## config.mk

```make
export PLATFORM = sky130hd
export DESIGN_NAME = countdown_ctrl_flat
export DESIGN_NICKNAME = d
export VERILOG_FILES = /design/src/rtl/countdown_pkg.sv /design/src/rtl/countdown_ctrl_if.sv /design/src/rtl/bcd60_inc.sv /design/src/rtl/countdown_ctrl.sv /design/src/flat_wrapper.sv
export SDC_FILE = /design/constraint.sdc
export NUM_CORES = 1
export LEC_CHECK = 0
export ABC_AREA = 1
export CAP_MARGIN = 20
export CORE_ASPECT_RATIO = 1.75
export CORE_MARGIN = 5
export CORE_UTILIZATION = 40
export DETAILED_ROUTE_END_ITERATION = 8
export HOLD_SLACK_MARGIN = 0.15
export PLACE_DENSITY_LB_ADDON = 0.05
export SLEW_MARGIN = 20
export SYNTH_ARGS = -nofsm -noshare
export SYNTH_HDL_FRONTEND = slang
export SYNTH_SLANG_ARGS = --single-unit
```

## constraint.sdc

```tcl
create_clock -name clk -period 1.36 [get_ports clk]
set_input_delay 0.204 -clock clk [delete_from_list [all_inputs] [get_ports clk]]
set_output_delay 0.204 -clock clk [all_outputs]
set_load 0.03 [all_outputs]
```

## src/rtl/countdown_pkg.sv

```systemverilog
// -----------------------------------------------------------------------------
// countdown_pkg
// Definitions shared by the countdown timer sequencing controller and its
// helpers:
//   - ST_IDLE / ST_RUN / ST_PAUSE / ST_DONE : 2-bit state codes. These are
//     also the values on the `state` output.
//   - BCD_DIGIT_W / BCD_FIELD_W / BCD_TIME_W : widths of one BCD digit, one
//     MM or SS field, and the full MM:SS word.
//   - BCD_MAX : the largest legal MM or SS field value (59).
//   - bcd_time_t : MM:SS word split into its minutes and seconds fields.
// -----------------------------------------------------------------------------
package countdown_pkg;

    localparam logic [1:0] ST_IDLE  = 2'd0;
    localparam logic [1:0] ST_RUN   = 2'd1;
    localparam logic [1:0] ST_PAUSE = 2'd2;
    localparam logic [1:0] ST_DONE  = 2'd3;

    localparam int BCD_DIGIT_W = 4;
    localparam int BCD_FIELD_W = 2 * BCD_DIGIT_W;
    localparam int BCD_TIME_W  = 2 * BCD_FIELD_W;

    localparam logic [BCD_FIELD_W-1:0] BCD_MAX = 8'h59;

    typedef struct packed {
        logic [BCD_FIELD_W-1:0] mins;
        logic [BCD_FIELD_W-1:0] secs;
    } bcd_time_t;

endpackage

```

## src/rtl/countdown_ctrl_if.sv

```systemverilog
// -----------------------------------------------------------------------------
// countdown_ctrl_if
// Groups the signals between the countdown controller and its surroundings.
// Those surroundings are the one-pulse button logic, the 1 Hz strobe, the
// digit chain and the display.
//   master : the controller side.
//            Inputs:  tick, start_pause, clear, inc_min, inc_sec, cnt_value.
//            Outputs: preset, load, dec, running, alarm, state.
//   slave  : the environment side, with every direction reversed.
// -----------------------------------------------------------------------------
interface countdown_ctrl_if;
    import countdown_pkg::*;

    logic                  tick;
    logic                  start_pause;
    logic                  clear;
    logic                  inc_min;
    logic                  inc_sec;
    logic [BCD_TIME_W-1:0] cnt_value;
    logic [BCD_TIME_W-1:0] preset;
    logic                  load;
    logic                  dec;
    logic                  running;
    logic                  alarm;
    logic [1:0]            state;

    modport master (
        input  tick, start_pause, clear, inc_min, inc_sec, cnt_value,
        output preset, load, dec, running, alarm, state
    );

    modport slave (
        output tick, start_pause, clear, inc_min, inc_sec, cnt_value,
        input  preset, load, dec, running, alarm, state
    );

endinterface

```

## src/rtl/bcd60_inc.sv

```systemverilog
// -----------------------------------------------------------------------------
// bcd60_inc
// Combinational increment of one 2-digit BCD field. The field counts
// 00..59, and 59 wraps to 00.
//   bcd_in  : current field value (BCD).
//   bcd_out : bcd_in + 1, wrapping to 00 after 59.
// A value at or above 59 (including illegal BCD codes) also returns 00, so
// a corrupted field recovers after one press.
// -----------------------------------------------------------------------------
module bcd60_inc
    import countdown_pkg::*;
(
    input  logic [BCD_FIELD_W-1:0] bcd_in,
    output logic [BCD_FIELD_W-1:0] bcd_out
);

    logic [BCD_DIGIT_W-1:0] tens;
    logic [BCD_DIGIT_W-1:0] units;

    assign tens  = bcd_in[BCD_FIELD_W-1:BCD_DIGIT_W];
    assign units = bcd_in[BCD_DIGIT_W-1:0];

    always_comb begin
        bcd_out = '0;
        if (bcd_in >= BCD_MAX) begin
            bcd_out = '0;
        end else if (units >= 4'd9) begin
            // Units carry into the tens digit.
            bcd_out = {tens + 4'd1, 4'd0};
        end else begin
            bcd_out = {tens, units + 4'd1};
        end
    end

endmodule

```

## src/rtl/countdown_ctrl.sv

```systemverilog
// -----------------------------------------------------------------------------
// countdown_ctrl
// Sequencing controller for an MM:SS countdown timer. It owns the preset
// value and the IDLE/RUN/PAUSE/DONE state machine. It decides when the
// seconds-units digit decrements and when the digit chain reloads.
//
// Parameters
//   ALARM_TICKS    : number of tick strobes that alarm stays high in DONE.
//   DEFAULT_PRESET : BCD MM:SS preset after reset.
// Ports
//   clk : system clock.
//   rst : asynchronous, active-high reset.
//   bus : countdown_ctrl_if.master
//         Inputs:  tick, start_pause, clear, inc_min, inc_sec, cnt_value.
//         Outputs: preset, load, dec, running, alarm, state.
// All outputs are registered except dec. dec is formed combinationally,
// so the digit chain decrements on the same edge that samples tick.
// -----------------------------------------------------------------------------
module countdown_ctrl
    import countdown_pkg::*;
#(
    parameter int                    ALARM_TICKS    = 5,
    parameter logic [BCD_TIME_W-1:0] DEFAULT_PRESET = 16'h0100
) (
    input  logic              clk,
    input  logic              rst,
    countdown_ctrl_if.master  bus
);

    localparam int CNT_W = $clog2(ALARM_TICKS + 1);
    localparam logic [CNT_W-1:0] ALARM_LAST = CNT_W'(ALARM_TICKS - 1);

    logic [1:0]       state_q,     state_d;
    bcd_time_t        preset_q,    preset_d;
    logic             load_q,      load_d;
    logic             running_q,   running_d;
    logic             alarm_q,     alarm_d;
    logic [CNT_W-1:0] alarm_cnt_q, alarm_cnt_d;

    logic [BCD_FIELD_W-1:0] mins_inc;
    logic [BCD_FIELD_W-1:0] secs_inc;
    logic                   cnt_zero;
    logic                   preset_zero;

    bcd60_inc u_mins_inc (
        .bcd_in  (preset_q.mins),
        .bcd_out (mins_inc)
    );

    bcd60_inc u_secs_inc (
        .bcd_in  (preset_q.secs),
        .bcd_out (secs_inc)
    );

    assign cnt_zero    = (bus.cnt_value == '0);
    assign preset_zero = (preset_q == '0);

    // Next-state logic. The input priority is clear > start_pause > tick >
    // inc_*. tick has no effect in IDLE, so there it does not block an
    // inc_* pulse.
    always_comb begin
        state_d     = state_q;
        preset_d    = preset_q;
        load_d      = 1'b0;
        alarm_cnt_d = alarm_cnt_q;

        case (state_q)
            ST_IDLE: begin
                if (bus.clear) begin
                    load_d = 1'b1;
                end else if (bus.start_pause) begin
                    // A zero preset has nothing to count, so start is ignored.
                    if (!preset_zero) begin
                        state_d = ST_RUN;
                    end
                end else if (bus.inc_min || bus.inc_sec) begin
                    if (bus.inc_min) begin
                        preset_d.mins = mins_inc;
                    end
                    if (bus.inc_sec) begin
                        preset_d.secs = secs_inc;
                    end
                    load_d = 1'b1;
                end
            end

            ST_RUN: begin
                if (bus.clear) begin
                    state_d = ST_IDLE;
                    load_d  = 1'b1;
                end else if (bus.start_pause) begin
                    state_d = ST_PAUSE;
                end else if (cnt_zero) begin
                    // Clear the counter on entry, so a tick in this same
                    // cycle never counts toward the alarm duration.
                    state_d     = ST_DONE;
                    alarm_cnt_d = '0;
                end
            end

            ST_PAUSE: begin
                if (bus.clear) begin
                    state_d = ST_IDLE;
                    load_d  = 1'b1;
                end else if (bus.start_pause) begin
                    state_d = ST_RUN;
                end
            end

            ST_DONE: begin
                if (bus.clear || bus.start_pause) begin
                    state_d     = ST_IDLE;
                    load_d      = 1'b1;
                    alarm_cnt_d = '0;
                end else if (bus.tick) begin
                    if (alarm_cnt_q == ALARM_LAST) begin
                        state_d     = ST_IDLE;
                        load_d      = 1'b1;
                        alarm_cnt_d = '0;
                    end else begin
                        alarm_cnt_d = alarm_cnt_q + 1'b1;
                    end
                end
            end

            default: begin
                state_d = ST_IDLE;
            end
        endcase

        // Status flags are decoded from the next state, so they change on
        // the same edge as the state register.
        running_d = (state_d == ST_RUN);
        alarm_d   = (state_d == ST_DONE);
    end

    always_ff @(posedge clk or posedge rst) begin
        if (rst) begin
            state_q     <= ST_IDLE;
            preset_q    <= bcd_time_t'(DEFAULT_PRESET);
            load_q      <= 1'b0;
            running_q   <= 1'b0;
            alarm_q     <= 1'b0;
            alarm_cnt_q <= '0;
        end else begin
            state_q     <= state_d;
            preset_q    <= preset_d;
            load_q      <= load_d;
            running_q   <= running_d;
            alarm_q     <= alarm_d;
            alarm_cnt_q <= alarm_cnt_d;
        end
    end

    // dec is not issued when start_pause or clear arrives with the tick.
    // It is also not issued at zero, so the chain never underflows.
    // load is only ever high in IDLE, so it cannot coincide with dec.
    assign bus.dec     = (state_q == ST_RUN) && bus.tick && !bus.clear &&
                         !bus.start_pause && !cnt_zero;
    assign bus.preset  = preset_q;
    assign bus.load    = load_q;
    assign bus.running = running_q;
    assign bus.alarm   = alarm_q;
    assign bus.state   = state_q;

endmodule

```

## src/flat_wrapper.sv

```systemverilog
// flat-port wrapper written by rule: the top's interface ports become plain ports
module countdown_ctrl_flat import countdown_pkg::*;
#(
    parameter int                    ALARM_TICKS    = 5,
    parameter logic [BCD_TIME_W-1:0] DEFAULT_PRESET = 16'h0100
)
  (clk, rst, bus_tick, bus_start_pause, bus_clear, bus_inc_min, bus_inc_sec, bus_cnt_value, bus_preset, bus_load, bus_dec, bus_running, bus_alarm, bus_state);
  countdown_ctrl_if bus_i ();
  input  logic clk;
  input  logic rst;
  input wire logic [$bits(bus_i.tick)-1:0] bus_tick;
  input wire logic [$bits(bus_i.start_pause)-1:0] bus_start_pause;
  input wire logic [$bits(bus_i.clear)-1:0] bus_clear;
  input wire logic [$bits(bus_i.inc_min)-1:0] bus_inc_min;
  input wire logic [$bits(bus_i.inc_sec)-1:0] bus_inc_sec;
  input wire logic [$bits(bus_i.cnt_value)-1:0] bus_cnt_value;
  output wire logic [$bits(bus_i.preset)-1:0] bus_preset;
  output wire logic [$bits(bus_i.load)-1:0] bus_load;
  output wire logic [$bits(bus_i.dec)-1:0] bus_dec;
  output wire logic [$bits(bus_i.running)-1:0] bus_running;
  output wire logic [$bits(bus_i.alarm)-1:0] bus_alarm;
  output wire logic [$bits(bus_i.state)-1:0] bus_state;
  assign bus_i.tick = bus_tick;
  assign bus_i.start_pause = bus_start_pause;
  assign bus_i.clear = bus_clear;
  assign bus_i.inc_min = bus_inc_min;
  assign bus_i.inc_sec = bus_inc_sec;
  assign bus_i.cnt_value = bus_cnt_value;
  assign bus_preset = bus_i.preset;
  assign bus_load = bus_i.load;
  assign bus_dec = bus_i.dec;
  assign bus_running = bus_i.running;
  assign bus_alarm = bus_i.alarm;
  assign bus_state = bus_i.state;
  countdown_ctrl #(.ALARM_TICKS(ALARM_TICKS), .DEFAULT_PRESET(DEFAULT_PRESET)) u_core (.clk(clk), .rst(rst), .bus(bus_i));
endmodule
```

==> metrics.md <==
| Metric | Value |
|---|---|
| Pwr dens | `1790 mW/mm^2` |
| Final worst setup slack | `-0.203 ns` |
| Internal | `0.00267 W` |
| Endpoints failing setup | `15` |
| Status | `finished, violations left` |
| Die height | `93.4 um` |
| Maximum vdd drop | `1.16 mV` |
| Syn avg cell area | `8.07 um^2` |
| Overall Power | `0.00495 W` |
| Initial DRC Count | `43` |
| Final ANT Viol Nets | `0` |
| Synth unique cells | `28` |
| Clock power share | `8.9%` |
| TritonCTS clock tree | `done` |
| Combinational share of power | `66.5%` |
| Clock Pin Slew Worst Setup and Hold Paths | `0.09 ns` |
| Area grow syn2layout | `73.5%` |
| Die extent in x | `57.6 um` |
| WS Path Type | `reg2out` |
| Drt wl/cell | `14.0 um` |
| Final Hold Viols | `0` |
| Worst rel slew slack | `79.1%` |
| Setup TNS | `-1.05 ns` |
| Site row count | `30` |
| Via count | `1,666` |
| Drt first pass iters | `4` |
| # DRC | `0` |
| Final WL | `4690 um` |
| Final period util | `115%` |
| Unrepaired setup endpoints after global routing | `yes` |
| Main area contributors after synthesis | `dfrtp_1 (36%), ha_1 (17%), nand2_1 (11%)` |
| Vias in the first global route | `1,771` |
| NetSw | `0.00228 W` |
| GRT overflow | `0` |
| Initial Utilization | `41.1%` |
| Number of port buffers | `44` |
| Post-DP HPWL | `3430 um` |
| Worst Hold Class | `in2async` |
| Crit path time final | `1.56 ns` |
| DIE AREA | `0.00538 mm^2` |
| Final design utilization | `71.3%` |
| Leak | `1.35 nW` |
| Startpoint Class | `flip-flop` |
| Total CTS buffers | `3` |
| H-tree levels | `1` |
| Register area share after synthesis | `37.9%` |
| Cells after DPL | `326` |
| Final Skew | `0.0126 ns` |
| Share of layout cells above drive strength 1 | `41.7%` |
| Syn Nets | `241` |
| Core Area | `0.00387 mm^2` |
| Clk_lat worst skew | `0.27 ns` |
| Cells after synthesis | `197` |
| Crit path capture type | `output port` |
| Worst Path Required | `1.16 ns` |
| Post-place setup slack | `-0.236 ns` |
| Sequential power share | `24.6%` |
| Critical-path maximum fanout | `3` |
| CTS sink cnt | `24` |
| WP data arrival | `1.36 ns` |
| Post-synth top area share | `36.2%` |
| Post-synth top area cell | `dfrtp_1` |
| DR vias/cell | `4.96` |
| N_diodes | `0` |
| Fin nets | `333` |
| Finished Layout Cells | `336` |
| Worst slew pin tran | `0.313 ns` |
| Slew Viols, Final | `0` |
| Largest net degree at the start of global routing | `25` |
| GPL Wtd Cong | `0.828` |
| Fmax | `0.640 GHz` |
| CTS max path bufs | `2` |
| Initial antenna violation count | `0` |
| GR Util All Layers | `17.6%` |
| Switch share | `46.1%` |
| Synthesized flop and latch total | `24` |
| Synth warnings | `0` |
| Netlist Area Pre-Place | `0.00159 mm^2` |
| First-pass GRT wire length | `7580 um` |
| Failing checks | `negative setup slack` |
| Maxcap violations | `0` |
| Root Buffer | `clkbuf_8` |
| IO Pins | `45` |
-- layout make-up --
class | count | area, um^2
multi-input combinational | 145 | 1130
clock buffer | 4 | 45.0
inverter | 28 | 130
timing repair buffer | 87 | 781
sequential | 24 | 609
fill | 310 | 1110
tap | 48 | 60.1
-- stage by stage --
step / hold WS (ns) / instance area [um^2]
after global routing: 0.301 / 2760
after global placement: 0.512 / 2460
after CTS: 0.279 / 2650
after floorplan: 0.217 / 1680
final: 0.267 / 2760
after detailed placement: 0.511 / 2460
-- layout by cell type (no fill, tap or decap), types with 8 or more instances in the layout --
master / netlist / layout
buf_4: 0 / 42
clkdlybuf4s50_1: 0 / 22
dfrtp_1: 23 / 17
ha_1: 21 / 14
inv_1: 26 / 18
nand2_1: 45 / 33
nand2_2: 0 / 9
nand4_1: 8 / 8
nor2_1: 27 / 25
-- critical path, cell delays in order (launching register included) --
cell and delay, ns:
dfrtp_2 0.44, inv_4 0.07, ha_4 0.16, inv_4 0.04, nor2_4 0.08, and3_4 0.18, buf_6 0.12
-- final timing paths --
kind / startpoint / end / slack (ns) / cells past startpoint
min in group clk: u_core.bus.preset[10] / u_core.bus.preset[10] / 0.53 / 1
hold reg to reg: u_core.bus.preset[10] / u_core.bus.preset[10] / 0.53 / 1
hold / removal: rst / u_core.bus.preset[5] / 0.27 / 3
max in group asynchronous: rst / u_core.bus.preset[8] / 0.85 / 3
setup / recovery: u_core.bus.state[1] / bus_dec / -0.20 / 6
setup reg to reg: u_core.bus.state[0] / u_core.bus.state[0] / -0.12 / 8
-- logic make-up (layout without fill, tap and decap cells) --
| logic type | Yosys count | in the layout | synth area share, % |
|---|---|---|---|
| AO/OA/AOI/OAI | 26 | 26 | 10.4 |
| XOR/XNOR | 3 | 3 | 1.65 |
| adder cells (fa/ha/maj) | 21 | 21 | 16.5 |
| buffers and inverters | 28 | 119 | 6.69 |
| flip-flops | 24 | 24 | 37.9 |
| AND/OR/NAND/NOR | 95 | 95 | 26.9 |
-- what timing repair did --
action	CTS	global route
setup buffers	4	4
hold endpoints to repair	0	0
pin swaps	10	8
resized for setup	45	37
endpoints found under the setup margin	32	27
hold buffers	0	0
-- routing by layer --
metal	vias to the layer above	GRT usage (%)	share of wire, %
met5	-	0	0
li1	829	-	-
met3	7	2.21	3.6
met4	0	6.00	1.5
met2	35	33.9	60
met1	795	18.9	35
-- registers in the layout (all words and copies together), names as in the netlist --
signal,flops
u_core.alarm_cnt_q,3
u_core.bus.alarm,1
u_core.bus.load,1
u_core.bus.preset,16
u_core.bus.running,1
u_core.bus.state,2
-- synthesized netlist by cell type --
| master | count |
|---|---|
| a21oi_1 | 3 |
| a21oi_2 | 1 |
| a22o_1 | 3 |
| a31oi_1 | 4 |
| and3_1 | 1 |
| clkinv_2 | 1 |
| dfrtp_1 | 23 |
| dfstp_2 | 1 |
| ha_1 | 21 |
| inv_1 | 26 |
| inv_2 | 1 |
| nand2_1 | 45 |
| nand3_1 | 4 |
| nand3_2 | 2 |
| nand4_1 | 8 |
| nor2_1 | 27 |
| nor2_4 | 1 |
| nor3_1 | 2 |
| nor3_2 | 2 |
| nor4_1 | 2 |
| o21ai_0 | 8 |
| o21ai_1 | 3 |
| o21ai_2 | 1 |
| o21bai_2 | 1 |
| o22ai_1 | 1 |
| o311ai_0 | 1 |
| or2_2 | 1 |
| xor2_1 | 3 |
-- power groups by stage --
stage          clock network [W]  logic (W)  registers [W]
2_1_floorplan                  0    0.00101        0.00168
3_3_place_gp                   0    0.00275        0.00123
3_5_place_dp                   0    0.00276        0.00123
4_1_cts                 0.000451    0.00303        0.00120
5_1_grt                 0.000481    0.00355        0.00126
6_report                0.000441    0.00329        0.00122
Power figures use the tool's default switching activity.
